$ cat src/rtl/key_pkg.sv
// Shared definitions for the key debounce block.
//   key_fsm_e          : per-key debounce FSM states (2-bit)
//   KEY_NUM            : number of keys per bank
//   KEY_CODE_W         : width of the encoded key index
//   DEBOUNCE_COUNT_DEF : default stable-cycle count (20 ms at 50 MHz)
package key_pkg;

  localparam int unsigned KEY_NUM            = 4;
  localparam int unsigned KEY_CODE_W         = 2;
  localparam int unsigned DEBOUNCE_COUNT_DEF = 1_000_000;

  typedef enum logic [1:0] {
    IDLE       = 2'd0,
    PRESS_FILT = 2'd1,
    DOWN       = 2'd2,
    REL_FILT   = 2'd3
  } key_fsm_e;

endpackage

$ cat src/rtl/key_debounce_one.sv
// Single-key debouncer: two-flop synchroniser followed by a press/release filter FSM.
//   sys_clk     : system clock, rising edge
//   sys_rst_n   : asynchronous active-low reset
//   key_in      : raw key pin, active-low, asynchronous to sys_clk
//   key_state   : debounced level, 1 = pressed
//   key_press   : one-cycle pulse when a press is accepted
//   key_release : one-cycle pulse when a release is accepted
module key_debounce_one
  import key_pkg::*;
#(
  parameter int unsigned CNT_W          = 20,
  parameter int unsigned DEBOUNCE_COUNT = DEBOUNCE_COUNT_DEF
) (
  input  logic sys_clk,
  input  logic sys_rst_n,
  input  logic key_in,
  output logic key_state,
  output logic key_press,
  output logic key_release
);

  localparam logic [CNT_W-1:0] CntLast = CNT_W'(DEBOUNCE_COUNT - 1);

  logic [1:0]       sync_q;
  logic             key_sync;
  key_fsm_e         state_q;
  logic [CNT_W-1:0] cnt_q;

  // Synchroniser resets to "released" so no false press follows reset.
  always_ff @(posedge sys_clk or negedge sys_rst_n) begin
    if (!sys_rst_n) begin
      sync_q <= 2'b11;
    end else begin
      sync_q <= {sync_q[0], key_in};
    end
  end

  assign key_sync = sync_q[1];

  always_ff @(posedge sys_clk or negedge sys_rst_n) begin
    if (!sys_rst_n) begin
      state_q     <= IDLE;
      cnt_q       <= '0;
      key_state   <= 1'b0;
      key_press   <= 1'b0;
      key_release <= 1'b0;
    end else begin
      key_press   <= 1'b0;
      key_release <= 1'b0;
      unique case (state_q)
        IDLE: begin
          if (!key_sync) begin
            state_q <= PRESS_FILT;
            cnt_q   <= '0;
          end
        end
        PRESS_FILT: begin
          if (key_sync) begin
            // Bounce: discard progress and wait for a fresh press.
            state_q <= IDLE;
            cnt_q   <= '0;
          end else if (cnt_q == CntLast) begin
            state_q   <= DOWN;
            cnt_q     <= '0;
            key_state <= 1'b1;
            key_press <= 1'b1;
          end else begin
            cnt_q <= cnt_q + CNT_W'(1);
          end
        end
        DOWN: begin
          if (key_sync) begin
            state_q <= REL_FILT;
            cnt_q   <= '0;
          end
        end
        REL_FILT: begin
          if (!key_sync) begin
            state_q <= DOWN;
            cnt_q   <= '0;
          end else if (cnt_q == CntLast) begin
            state_q     <= IDLE;
            cnt_q       <= '0;
            key_state   <= 1'b0;
            key_release <= 1'b1;
          end else begin
            cnt_q <= cnt_q + CNT_W'(1);
          end
        end
      endcase
    end
  end

endmodule

$ cat src/rtl/key_debounce_scan.sv
// Four-key debounce bank with a priority key-event encoder.
//   sys_clk     : system clock, rising edge
//   sys_rst_n   : asynchronous active-low reset
//   key_in      : raw key pins, active-low
//   key_state   : debounced levels, 1 = pressed
//   key_press   : per-key one-cycle press pulses
//   key_release : per-key one-cycle release pulses
//   key_code    : index of the most recent accepted press (lowest index wins on ties)
//   key_valid   : one-cycle strobe qualifying key_code
module key_debounce_scan
  import key_pkg::*;
#(
  parameter int unsigned CNT_W          = 20,
  parameter int unsigned DEBOUNCE_COUNT = DEBOUNCE_COUNT_DEF
) (
  input  logic                  sys_clk,
  input  logic                  sys_rst_n,
  input  logic [KEY_NUM-1:0]    key_in,
  output logic [KEY_NUM-1:0]    key_state,
  output logic [KEY_NUM-1:0]    key_press,
  output logic [KEY_NUM-1:0]    key_release,
  output logic [KEY_CODE_W-1:0] key_code,
  output logic                  key_valid
);

  logic [KEY_CODE_W-1:0] enc_code;

  for (genvar i = 0; i < KEY_NUM; i++) begin : g_key
    key_debounce_one #(
      .CNT_W          (CNT_W),
      .DEBOUNCE_COUNT (DEBOUNCE_COUNT)
    ) u_key (
      .sys_clk     (sys_clk),
      .sys_rst_n   (sys_rst_n),
      .key_in      (key_in[i]),
      .key_state   (key_state[i]),
      .key_press   (key_press[i]),
      .key_release (key_release[i])
    );
  end

  // Scan from the top down so the lowest pressed index is the last assignment.
  always_comb begin
    enc_code = '0;
    for (int i = KEY_NUM - 1; i >= 0; i--) begin
      if (key_press[i]) begin
        enc_code = KEY_CODE_W'(i);
      end
    end
  end

  always_ff @(posedge sys_clk or negedge sys_rst_n) begin
    if (!sys_rst_n) begin
      key_valid <= 1'b0;
      key_code  <= '0;
    end else begin
      key_valid <= |key_press;
      if (|key_press) begin
        key_code <= enc_code;
      end
    end
  end

endmodule

$ cat config.mk
export PLATFORM = sky130hd
export DESIGN_NAME = key_debounce_scan
export DESIGN_NICKNAME = d
export VERILOG_FILES = /design/src/rtl/key_pkg.sv /design/src/rtl/key_debounce_one.sv /design/src/rtl/key_debounce_scan.sv
export SDC_FILE = /design/constraint.sdc
export NUM_CORES = 1
export LEC_CHECK = 0
export ABC_AREA = 1
export CAP_MARGIN = 20
export CORE_MARGIN = 10
export CORE_UTILIZATION = 33
export DETAILED_ROUTE_END_ITERATION = 6
export SLEW_MARGIN = 20
export SYNTH_ARGS = -nofsm -noshare
export SYNTH_HDL_FRONTEND = slang
export SYNTH_SLANG_ARGS = --single-unit
$ cat constraint.sdc
create_clock -name sys_clk -period 1.57 [get_ports sys_clk]
set_input_delay 0.314 -clock sys_clk [delete_from_list [all_inputs] [get_ports sys_clk]]
set_output_delay 0.314 -clock sys_clk [all_outputs]
set_load 0.02 [all_outputs]
After elaboration in Yosys (flattened, before gate mapping)
Index checks and enable logic that the tools add are counted.
{"block": "totals", "regBits": 111, "latchBits": 0, "mem_bits_rw": 0, "rom_bits": 0, "output_inout_bits": 15, "word_cells": 195, "n_memories": 0}
{"block": "classes", "addsub": 4, "n_mul": 0, "div": 0, "order_cmp": 0, "eq_ne": 48, "shift": 0, "mux": 96, "bitwise_logic": 0, "reduce_logical": 21}
{"operator": "$mux W20", "count": 20}
{"operator": "$pmux W20 S4", "count": 4}
{"operator": "$add A20 B1 Y20 const B", "count": 4}
{"operator": "$eq A20 B20 Y1 const B", "count": 4}
{"operator": "$mux W2", "count": 28}
{"operator": "$mux W1", "count": 36}
{"operator": "$ne A2 B1 Y1 const B", "count": 16}
{"operator": "$pmux W2 S4", "count": 4}
{"operator": "$reduce_and A5 Y1", "count": 4}
{"operator": "$eq A2 B2 Y1 const B", "count": 8}
{"operator": "$ne A2 B2 Y1 const B", "count": 8}
{"operator": "$reduce_and A4 Y1", "count": 4}
{"operator": "$ne A3 B1 Y1 const B", "count": 4}
{"operator": "$ne A3 B3 Y1 const B", "count": 4}
{"operator": "$eq A2 B1 Y1 const B", "count": 4}
{"operator": "$logic_not A2 Y1", "count": 4}
{"operator": "$pmux W1 S2", "count": 4}
{"operator": "$reduce_and A2 Y1", "count": 4}
{"operator": "$reduce_bool A2 Y1", "count": 4}
{"operator": "$reduce_or A4 Y1", "count": 1}

Depth between registers and ports, before layout
Gate-level depths: netlist of run 1.
{"block": "logic_depth", "depth_word": 4, "mapped_depth": 10, "depth_no_buf": 10}

Cells and area by module
A second synthesis of run 1 with hierarchy kept.
{"block": "hier_totals", "cells_unflattened": 918, "area_unflattened_um2": 6618.8}
{"mod": "key_debounce_one at g_key[0].u_key ...", "n_inst": 3, "cells_per_inst": 227, "area_each_um2": 1627.8, "seq_area_each_um2": 678.2}
{"mod": "key_debounce_one at g_key[3].u_key", "n_inst": 1, "cells_per_inst": 221, "area_each_um2": 1597.8, "seq_area_each_um2": 678.2}
{"mod": "key_debounce_scan", "n_inst": 1, "cells_per_inst": 16, "area_each_um2": 137.6, "seq_area_each_um2": 75.1}

Worst setup path before layout of run 1
Ideal clock, no wire load.
{"block": "synth_timing", "kind": "reg-to-reg", "start": "reg g_key[0].u_key.cnt_q[0]", "end": "reg g_key[0].u_key.cnt_q[9]", "setup_ns": 0.133, "arrival_ns": 1.322, "slack_ns": 0.114, "path_stages_with_launch": 10, "path_cell_list": "dfrtp_1 > ha_1 > nand2_1 > nor2_4 > nand3_2 > nor2_2 > nor2_2 > buf_6 > nand3_1 > o21ai_0"}
{"block": "synth_between", "elab_chain_len": 4, "elab_cells_between_ends": 6}
{"element": "from (decl)", "line_no": "key_debounce_one.sv:27", "text": "logic [CNT_W-1:0] cnt_q;"}
{"element": "from (signal assigned)", "line_no": "key_debounce_one.sv:68", "text": "cnt_q <= cnt_q + CNT_W'(1);"}
{"element": "from (signal assigned)", "line_no": "key_debounce_one.sv:87", "text": "cnt_q <= cnt_q + CNT_W'(1);"}
{"element": "$add A20 B1 Y20 or $eq A20 B20 Y1 (tied branches)"}
{"element": "$mux W20 *", "line_no": "key_debounce_one.sv:62, key_debounce_one.sv:81"}
{"element": "$mux W20, on equally long branches", "line_no": "key_debounce_one.sv:78, key_debounce_one.sv:58"}
{"element": "$pmux W20 S4 *", "line_no": "key_debounce_one.sv:50", "text": "unique case (state_q)"}
Mark *: on every way between the ends. The rest lies on a longest branch, timed or not.
A chain may end at the register's enable or synchronous reset.

Worst setup path after layout of run 1
{"block": "layout_timing", "start": "reg g_key[3].u_key.cnt_q[1]", "end": "reg g_key[3].u_key.cnt_q[13]"}
{"block": "layout_between", "elab_chain_len": 4, "elab_cells_between_ends": 6}
{"element": "from (decl)", "line_no": "key_debounce_one.sv:27"}
{"element": "from (signal assigned)", "line_no": "key_debounce_one.sv:68"}
{"element": "from (signal assigned)", "line_no": "key_debounce_one.sv:87"}
{"element": "$add A20 B1 Y20 or $eq A20 B20 Y1 (tied branches)"}
{"element": "$mux W20 *", "line_no": "key_debounce_one.sv:62, key_debounce_one.sv:81"}
{"element": "$mux W20, on equally long branches", "line_no": "key_debounce_one.sv:78, key_debounce_one.sv:58"}
{"element": "$pmux W20 S4 *", "line_no": "key_debounce_one.sv:50"}
Marked as above.

==> impl_metrics.json, run 1 <==
{
  "run_status": "finished clean",
  "initialDrtViolationCount": 274,
  "grt_overflow_total": 0,
  "setup_tns_ns": 0,
  "core_region_area_mm2": 0.01871,
  "ys_top_cells_by_area": "dfrtp_1, nand2_1, nand3_1, inv_1, nor2_1",
  "synth_async_reset_ratio_pct": 100.0,
  "vias": 5411,
  "grt_max_degree": 38,
  "finished_core_util_pct": 40.34,
  "wl_per_cell_um": 12.75,
  "number_of_antenna_violations_at_the_first_check_in_global_routing": 0,
  "grt_use_total_pct": 12.14,
  "synth.cell_area_mm2": 0.006260,
  "synth.lib_cells_used.distinct": 36,
  "dp_hpwl_um": 10330,
  "pleak_nw": 3.280,
  "chipWidth_um": 157.7,
  "ir_drop_mv": 0.6554,
  "synth.net_count": 830,
  "floorplan.die.height_um": 157.7,
  "finClkSkew_ns": 0.008386,
  "cts_buffer_depth": 2,
  "crit_required_ns": 1.82,
  "p_clk_share_pct": 34.8,
  "yosysWarningCount": 0,
  "power_switching_share_pct": 29.44,
  "cap_violations": 0,
  "sequentialPowerShare_pct": 46.7,
  "hold_path.class": "in2reg",
  "worst_slew_margin_rel_pct": 70.57,
  "final_nets": 899,
  "synth_top_cell_area_share_pct": 41.18,
  "worst_slew_pin_slew_ns": 0.4381,
  "grt_pass1_vias": 5255,
  "grt_pass1_wl_um": 24780,
  "min_period_over_period_pct": 99.33,
  "timing.final.crit_period_ns": 1.560,
  "top_level_ports": 21,
  "numPortBuffers": 20,
  "synth-seq-area-share_pct": 44.53,
  "syn-mean-instance-area_um2": 7.634,
  "n_antenna_cell": 0,
  "crit_arrival_ns": 1.81,
  "worst_setup_path_endpoint": "g_key[3].u_key.cnt_q[13]",
  "p_int_mw": 4.822,
  "critical_path.max_fanout": 8,
  "worstSetupStartpoint": "g_key[3].u_key.cnt_q[1]",
  "clock_latency_late_sink_ns": 0.36,
  "comb_power_share_pct": 18.5,
  "mostFrequentLayoutCell": "nand2_1",
  "setup.worst_path.end_class": "register",
  "clock_tree_from_tritoncts": "done",
  "htree_depth": 3,
  "final_cell_mix": "nand2_1, dfrtp_1, inv_1",
  "placer_congestion_estimate": 0.8704,
  "clk_sinks": 111,
  "dieArea_mm2": 0.02488,
  "worst_r2r_endpoint": "g_key[3].u_key.cnt_q[13]",
  "rsz0062_at_grt": "true",
  "clockRootBuffer": "clkbuf_16",
  "ant_nets": 0,
  "postSynth.topFlopCell": "dfrtp_1",
  "area.growth.synth_to_final_pct": 20.55,
  "post-synth-top-area-cell": "dfrtp_1",
  "post_synth_inst_count": 820,
  "criticalPathCategory": "reg2reg",
  "maxSlewViolCount": 0,
  "timing.reg2reg.worst_path_depth": 8,
  "first_pass_iters": 4,
  "number_of_failing_setup_endpoints_in_the_final_timing_report": 0,
  "hold_viol_final": 0,
  "reg2reg_from": "g_key[3].u_key.cnt_q[1]",
  "synth.ff_latch_count": 111,
  "post_route_cells_drive_above_1_share_pct": 17.90,
  "clock.fmax_mhz": 641.2,
  "drt-total-wl_um": 14390,
  "tritoncts.num_buffers": 9,
  "switchingPower_mw": 2.012,
  "clk_transition_reported_paths_ns": 0.07,
  "routed_via_density": 4.797,
  "initial_utilization_pct": 33.46,
  "powerDensity_mw_per_mm2": 905.7,
  "synth-edff-count": 0,
  "cell_rows": 50,
  "reg2reg_slack_ns": 0.01,
  "worst_setup_path_start_kind": "register",
  "drc": 0
}
cell type report:
| cell class | count | area [um^2] |
|---|---|---|
| Timing Repair Buffer | 82 | 679.4 |
| Clock buffer | 11 | 242.7 |
| Multi-Input combinational cell | 589 | 3115 |
| Fill cell | 1890 | 11160 |
| Tap cell | 234 | 292.8 |
| Inverter | 96 | 364.1 |
| Clock inverter | 5 | 61.31 |
| Sequential cell | 111 | 2790 |
per-layer routing:
| metal | wire length (um) | share of wire [%] | vias to the layer above | GRT usage (%) |
|---|---|---|---|---|
| met4 | 144 | 1.0 | 0 | 2.894 |
| met3 | 533 | 3.7 | 11 | 3.175 |
| li1 | - | - | 2801 | - |
| met5 | 0 | 0 | - | 0 |
| met2 | 6708 | 47 | 69 | 19.58 |
| met1 | 7000 | 49 | 2530 | 15.86 |
flip-flops by register name, summed over array words and instances, names as in the netlist, named ones only:
register and flops:
g_key.u_key.cnt_q 80, g_key.u_key.key_press 4, g_key.u_key.key_release 4, g_key.u_key.key_state 4, g_key.u_key.state_q 4, g_key.u_key.sync_q 8
key_code 2, key_valid 1
kinds of logic after synthesis:
family	share of synthesized area [%]
AOI/OAI and AO/OA	8.815
and+or+nand+nor	32.96
buffers and inverters	8.555
xor gates and xnor gates	4.337
DFF	44.53
adders and majority gates	0.7996
how the worst min path moves through the flow:
| stage | from | to | cells after the start | slack, ns |
|---|---|---|---|---|
| finish | key_in[3] | g_key[3].u_key.sync_q[0] | 1 | 0.35 |
| global route | key_in[3] | g_key[3].u_key.sync_q[0] | 1 | 0.34 |
| CTS | key_in[3] | g_key[3].u_key.sync_q[0] | 1 | 0.33 |
| detailed placement | sys_rst_n | g_key[2].u_key.cnt_q[12] | 1 | 0.25 |
| global placement | sys_rst_n | g_key[2].u_key.cnt_q[12] | 1 | 0.25 |
| floorplan | sys_rst_n | asynchronous set/reset pin | 0 | 0.02 |
through the flow:
step,std cells,hold WS [ns],area [um^2],setup WS [ns],power (mW)
floorplan,820,0.01841,6260,0.1143,3.858
global placement,1099,0.2504,6983,-0.08309,4.352
detailed placement,1099,0.2524,6983,-0.1271,4.355
CTS,1117,0.3340,7317,0.009634,6.827
global route,1128,0.3442,7546,-0.09568,7.232
finish,1128,0.3530,7546,0.01047,6.834
synthesized netlist by cell type (8+ instances only):
cell type and number:
a21oi_1 14, buf_4 18, dfrtp_1 103, dfstp_2 8, inv_1 95, nand2_1 215, nand2_2 8, nand3_1 75
nand4_1 26, nor2_1 83, nor2_2 11, nor2_4 9, nor3_1 13, o21ai_0 39, o21ai_1 12, o22ai_1 23
xor2_1 26
repair_timing:
| item | CTS | global route |
|---|---|---|
| setup buffers | 1 | 9 |
| resized for setup | 22 | 43 |
| pin swaps | 1 | 13 |
| endpoints found under the hold margin | 18 | 0 |
| gates cloned | 0 | 2 |
| setup endpoints to repair | 37 | 69 |
| hold buffers | 1 | 0 |
power by group through the flow:
| stage | Combinational (mW) | Sequential [mW] | Clock (mW) |
|---|---|---|---|
| final | 1.26 | 3.19 | 2.38 |
| after detailed placement | 1.12 | 3.24 | 0 |
| after floorplan | 0.655 | 3.20 | 0 |
| after global routing | 1.43 | 3.22 | 2.59 |
| after CTS | 1.16 | 3.18 | 2.48 |
| after global placement | 1.12 | 3.23 | 0 |
critical path, cell delays in order, from the launching register on:
cell and delay, ns:
dfrtp_1 0.41, ha_4 0.17, nand2_4 0.06, nor3_4 0.15, nand3_2 0.13, nand2_4 0.10
clkinvlp_4 0.22, nand3_2 0.14, nand2_1 0.06
Power figures use the tool's default switching activity.
==> run 2: changes to the inputs <==
--- a/config.mk
+++ b/config.mk
@@ -10,6 +10,7 @@
 export CORE_MARGIN = 10
 export CORE_UTILIZATION = 33
 export DETAILED_ROUTE_END_ITERATION = 6
+export SETUP_SLACK_MARGIN = 0.02
 export SLEW_MARGIN = 20
 export SYNTH_ARGS = -nofsm -noshare
 export SYNTH_HDL_FRONTEND = slang
==> run 2 against run 1 <==
  * Largest power group unchanged
  * Utilization up 0.54 points
  * Largest cell class unchanged
  * First-iteration DRC count is 13% higher
  * Critical endpoint unchanged
  * Clock skew is 0.00058 ns lower
  * Non-clock buffer count grew 1
==> impl_metrics.json, run 2 (synthesized netlist as in run 1, its figures left out) <==
{
  "crit_arrival_ns": 1.78,
  "grt_max_degree": 38,
  "drt-total-wl_um": 14600,
  "ir_drop_mv": 0.6604,
  "crit_required_ns": 1.82,
  "switchingPower_mw": 2.065,
  "chipWidth_um": 157.7,
  "timing.reg2reg.worst_path_depth": 8,
  "area.growth.synth_to_final_pct": 22.17,
  "worst_setup_path_start_kind": "register",
  "initial_utilization_pct": 33.46,
  "clock_tree_from_tritoncts": "done",
  "powerDensity_mw_per_mm2": 905.5,
  "clk_sinks": 111,
  "dp_hpwl_um": 10330,
  "worst_slew_pin_slew_ns": 0.4175,
  "clockRootBuffer": "clkbuf_16",
  "htree_depth": 3,
  "reg2reg_from": "g_key[3].u_key.cnt_q[0]",
  "setup_tns_ns": 0,
  "numPortBuffers": 20,
  "comb_power_share_pct": 19.1,
  "cap_violations": 0,
  "final_nets": 901,
  "maxSlewViolCount": 0,
  "rsz0062_at_grt": "true",
  "post_route_cells_drive_above_1_share_pct": 19.20,
  "vias": 5460,
  "clk_transition_reported_paths_ns": 0.07,
  "largest_registers": "g_key.u_key.cnt_q: 80 flops, g_key.u_key.sync_q: 8 flops",
  "p_int_mw": 4.860,
  "ant_nets": 0,
  "worstSetupStartpoint": "g_key[3].u_key.cnt_q[0]",
  "clock.fmax_mhz": 652.4,
  "criticalPathCategory": "reg2reg",
  "sequentialPowerShare_pct": 46.4,
  "fillCellCount": 1875,
  "timing.final.crit_period_ns": 1.533,
  "initialDrtViolationCount": 310,
  "grt_pass1_vias": 5247,
  "grt_overflow_total": 0,
  "reg2reg_slack_ns": 0.04,
  "tritoncts.num_buffers": 9,
  "cts_buffer_depth": 2,
  "final_cell_mix": "nand2_1, dfrtp_1, inv_1",
  "mostFrequentLayoutCell": "nand2_1",
  "number_of_antenna_violations_at_the_first_check_in_global_routing": 0,
  "n_antenna_cell": 0,
  "worst_slew_margin_rel_pct": 71.95,
  "finClkSkew_ns": 0.007809,
  "dieArea_mm2": 0.02488,
  "hold_viol_final": 0,
  "cell_rows": 50,
  "hold_path.class": "in2reg",
  "placed_cells_incl_taps": 1099,
  "clock_latency_late_sink_ns": 0.36,
  "number_of_failing_setup_endpoints_in_the_final_timing_report": 0,
  "min_period_over_period_pct": 97.63,
  "top_level_ports": 21,
  "hold_slack_final_ns": 0.3537,
  "power_switching_share_pct": 29.82,
  "placer_congestion_estimate": 0.8704,
  "setup.worst_path.end_class": "register",
  "grt_pass1_wl_um": 24850,
  "worst_setup_path_endpoint": "g_key[3].u_key.cnt_q[13]",
  "wl_per_cell_um": 12.92,
  "run_status": "finished clean",
  "drc": 0,
  "routed_via_density": 4.832,
  "p_clk_share_pct": 34.4,
  "postPlaceCellArea_mm2": 0.006983,
  "instances_no_fill": 1130,
  "worst_r2r_endpoint": "g_key[3].u_key.cnt_q[13]",
  "totalPowerFinal_mw": 6.925,
  "largest_register_ffs": 80,
  "grt_use_total_pct": 12.16,
  "first_pass_iters": 4,
  "max_flop_register": "g_key.u_key.cnt_q",
  "design_area_mm2": 0.007647,
  "floorplan.die.height_um": 157.7,
  "critical_path.max_fanout": 8,
  "core_region_area_mm2": 0.01871,
  "pleak_nw": 3.311
}
## run 2: cell count changes in the layout (fill, tap and decap cells not counted), sizes merged
cell / previous run / this run
buf: 62 / 63
o21bai: 6 / 7
## run 2: area by class of cell
cell class                 count  area, um^2  area share (%)
clock buffer                  11       242.7           3.174
clock inverter                 5       61.31          0.8017
inverter                      96       364.1           4.761
multi-input combinational    590        3204           41.90
sequential                   111        2791           36.50
tap                          234       292.8           3.829
timing repair buffer          83       690.7           9.031
## run 2: layer usage
| layer | track usage [%] | share of wire (%) |
|---|---|---|
| met1 | 15.93 | 49 |
| met2 | 19.58 | 47 |
| met3 | 3.175 | 3.3 |
| met4 | 2.894 | 0.97 |
| met5 | 0 | 0 |
## run 2: power groups by stage
stage / Combinational, mW / Clock [mW] / Sequential [mW]
2_1_floorplan: 0.655 / 0 / 3.20
3_3_place_gp: 1.12 / 0 / 3.23
3_5_place_dp: 1.12 / 0 / 3.24
4_1_cts: 1.18 / 2.48 / 3.18
5_1_grt: 1.48 / 2.59 / 3.24
6_report: 1.33 / 2.38 / 3.22
## run 2: critical path, stage by stage (launching register included)
cell        delay [ns]
dfrtp_1           0.39
ha_4              0.17
nand2_4           0.07
nor3_4            0.16
nand3_2           0.13
nand2_4           0.10
clkinvlp_4        0.21
nand3_2           0.13
nand2_1           0.06
## run 2: what timing repair did
| action | 4_1_cts | 5_1_grt |
|---|---|---|
| buffers inserted | 2 | 9 |
| gates resized for setup | 24 | 61 |
| hold endpoints to repair | 18 | 0 |
| pin swaps | 1 | 16 |
| setup endpoints to repair | 53 | 82 |
| hold buffers | 1 | 0 |
| gates cloned | 0 | 3 |
## run 2: worst min path at each step
stage	depth (start not counted)	end	slack (ns)	startpoint
after floorplan	0	asynchronous set/reset pin	0.02	sys_rst_n
after global routing	1	g_key[3].u_key.sync_q[0]	0.34	key_in[3]
after global placement	1	g_key[2].u_key.cnt_q[12]	0.25	sys_rst_n
after CTS	1	g_key[3].u_key.sync_q[0]	0.33	key_in[3]
final	1	g_key[3].u_key.sync_q[0]	0.35	key_in[3]
after detailed placement	1	g_key[2].u_key.cnt_q[12]	0.25	sys_rst_n
## run 2: metrics by stage
step | utilization, % | setup WS (ns)
3_3_place_gp | 37.33 | -0.08309
2_1_floorplan | - | 0.1143
5_1_grt | 40.88 | -0.06865
6_report | 40.88 | 0.03722
4_1_cts | 39.21 | 0.02121
3_5_place_dp | 37.33 | -0.1271
==> run 3: changes to the inputs <==
--- a/config.mk
+++ b/config.mk
@@ -9,6 +9,7 @@
 export CAP_MARGIN = 20
 export CORE_MARGIN = 10
 export CORE_UTILIZATION = 33
+export CTS_BUF_LIST = sky130_fd_sc_hd__clkbuf_16
 export DETAILED_ROUTE_END_ITERATION = 6
 export SETUP_SLACK_MARGIN = 0.02
 export SLEW_MARGIN = 20
==> run 3 against run 2 <==
  * Worst hold slack got worse by 0.0023 ns
  * Count of clock-buffer cells in the layout decreased by 2
  * Total power decreased by 0.84%
  * Highest routed layer unchanged
  * Wire length increased by 0.31%
  * Flip-flop and latch count unchanged
  * Via count increased by 0.18%
  * Die area unchanged
  * Final cell count unchanged
  * Clock skew increased by 0.00077 ns
  * First-iteration DRC count increased by 6.8%
==> impl_metrics.json, run 3 (synthesized netlist as in run 1, its figures left out) <==
{
  "numPortBuffers": 20,
  "floorplan.die.height_um": 157.7,
  "htree_depth": 3,
  "cp_slowest_stage_delay_ns": 0.38,
  "initialDrtViolationCount": 331,
  "finished_core_util_pct": 40.84,
  "clock.fmax_mhz": 652.4,
  "ir_drop_mv": 0.6602,
  "top_usage_layer": "met2",
  "drt-total-wl_um": 14640,
  "reg2reg_from": "g_key[3].u_key.cnt_q[17]",
  "worstSetupStartpoint": "g_key[3].u_key.cnt_q[17]",
  "maxSlewViolCount": 0,
  "cap_violations": 0,
  "dp_hpwl_um": 10330,
  "first_pass_iters": 5,
  "timing.reg2reg.worst_path_depth": 9,
  "run_status": "finished clean",
  "rsz0062_at_grt": "true",
  "drc": 0,
  "clock_tree_from_tritoncts": "done",
  "largest_registers": "g_key.u_key.cnt_q: 80 flops, g_key.u_key.sync_q: 8 flops",
  "powerDensity_mw_per_mm2": 898.8,
  "cts_buffer_depth": 2,
  "use_met2_pct": 19.60,
  "grt_overflow_total": 0,
  "final_nets": 901,
  "critical_path.cell_chain": "nand2_1, inv_2, nand3_1, nor2_1, nand3_2, nand2_4, clkinvlp_4, nand3_1, nand2_1",
  "tritoncts.num_buffers": 9,
  "post_route_cells_drive_above_1_share_pct": 19.08,
  "number_of_failing_setup_endpoints_in_the_final_timing_report": 0,
  "grt_pass1_wl_um": 24870,
  "worst_r2r_endpoint": "g_key[3].u_key.cnt_q[15]",
  "vias": 5470,
  "setup_tns_ns": 0,
  "n_antenna_cell": 0,
  "clock_latency_late_sink_ns": 0.36,
  "final_cell_mix": "nand2_1, dfrtp_1, inv_1",
  "clk_sinks": 111,
  "clockRootBuffer": "clkbuf_16",
  "top_level_ports": 21,
  "worst_setup_path_start_kind": "register",
  "criticalPathCategory": "reg2reg",
  "pleak_nw": 3.310,
  "clk_transition_reported_paths_ns": 0.07,
  "pre_cts_slack_ns": -0.1271,
  "instances_no_fill": 1130,
  "hold_path.class": "in2reg",
  "max_flop_register": "g_key.u_key.cnt_q",
  "worst_slew_margin_rel_pct": 70.43,
  "reg2reg_slack_ns": 0.04,
  "setup.worst_path.end_class": "register",
  "cell_rows": 50,
  "largest_register_ffs": 80,
  "min_period_over_period_pct": 97.63,
  "timing.final.crit_period_ns": 1.533,
  "placed_cells_incl_taps": 1099,
  "core_region_area_mm2": 0.01871,
  "worst_slew_pin_slew_ns": 0.4401,
  "routed_via_density": 4.841,
  "critical_path.max_fanout": 8,
  "grt.met1_usage_pct": 15.94,
  "crit_arrival_ns": 1.79,
  "crit_required_ns": 1.83,
  "totalPowerFinal_mw": 6.867,
  "gr-usage-met3_pct": 3.256,
  "initial_utilization_pct": 33.46,
  "finClkSkew_ns": 0.008580,
  "wl_per_cell_um": 12.96,
  "placer_congestion_estimate": 0.8704,
  "hold_viol_final": 0,
  "area.growth.synth_to_final_pct": 22.05,
  "grt_use_total_pct": 12.19,
  "grt_pass1_vias": 5248,
  "grt_max_degree": 38,
  "number_of_antenna_violations_at_the_first_check_in_global_routing": 0,
  "ant_nets": 0,
  "chipWidth_um": 157.7,
  "worst_setup_path_endpoint": "g_key[3].u_key.cnt_q[15]",
  "crit_path_top_delay_cell": "dfrtp_1",
  "dieArea_mm2": 0.02488,
  "mostFrequentLayoutCell": "nand2_1",
  "final.setup.worst_slack_ns": 0.03723
}
[run 3: cell count changes in the layout (fill, tap and decap cells not counted), sizes merged]
cell	before	now
clkbuf	11	9
clkinv	1	2
inv	98	99
[run 3: cell type report]
class	instances	area (um^2)
clock buffer	9	225.2
inverter	96	364.1
tap	234	292.8
clock inverter	7	68.82
fill	1881	11070
timing repair buffer	83	690.7
multi-input combinational	590	3207
sequential	111	2791
[run 3: stage by stage]
| step | area (um^2) | hold WS [ns] |
|---|---|---|
| finish | 7640 | 0.3514 |
| global route | 7640 | 0.3433 |
| CTS | 7335 | 0.3323 |
| detailed placement | 6983 | 0.2524 |
| global placement | 6983 | 0.2504 |
| floorplan | 6260 | 0.01841 |
[run 3: critical path: cells and delay by family (launching register included)]
family | cells | cell delay (ns)
buffers and inverters | 2 | 0.31
and+or+nand+nor | 7 | 0.72
DFF | 1 | 0.38
[run 3: layer usage]
| metal | vias up | routed length (um) | share of wire, % |
|---|---|---|---|
| met1 | 2587 | 7100 | 48 |
| li1 | 2800 | - | - |
| met3 | 13 | 553 | 3.8 |
| met4 | 0 | 159 | 1.1 |
| met2 | 70 | 6829 | 47 |
| met5 | - | 0 | 0 |
[run 3: how the worst min path moves through the flow]
stage                     startpoint                    endpoint  slack [ns]  cells after the start
after floorplan            sys_rst_n  asynchronous set/reset pin        0.02                      0
after global placement     sys_rst_n    g_key[2].u_key.cnt_q[12]        0.25                      1
after detailed placement   sys_rst_n    g_key[2].u_key.cnt_q[12]        0.25                      1
after CTS                  key_in[3]    g_key[3].u_key.sync_q[0]        0.33                      1
after global routing       key_in[3]    g_key[3].u_key.sync_q[0]        0.34                      1
final                      key_in[3]    g_key[3].u_key.sync_q[0]        0.35                      1
[run 3: power breakdown]
part           total (mW)  internal, mW  switching, mW  leakage (nW)
Combinational        1.32         0.540          0.780          1.66
Clock                2.33          1.24           1.09         0.149
Sequential           3.22          3.02          0.194          1.50
Total                6.87          4.80           2.06          3.31
[run 3: repair_timing]
action / 4_1_cts / 5_1_grt
hold buffers: 1 / 0
cloned: 0 / 3
gates resized for setup: 26 / 59
buffers inserted: 2 / 9
endpoints found under the hold margin: 18 / 0
pin swaps: 1 / 16
endpoints found under the setup margin: 54 / 77
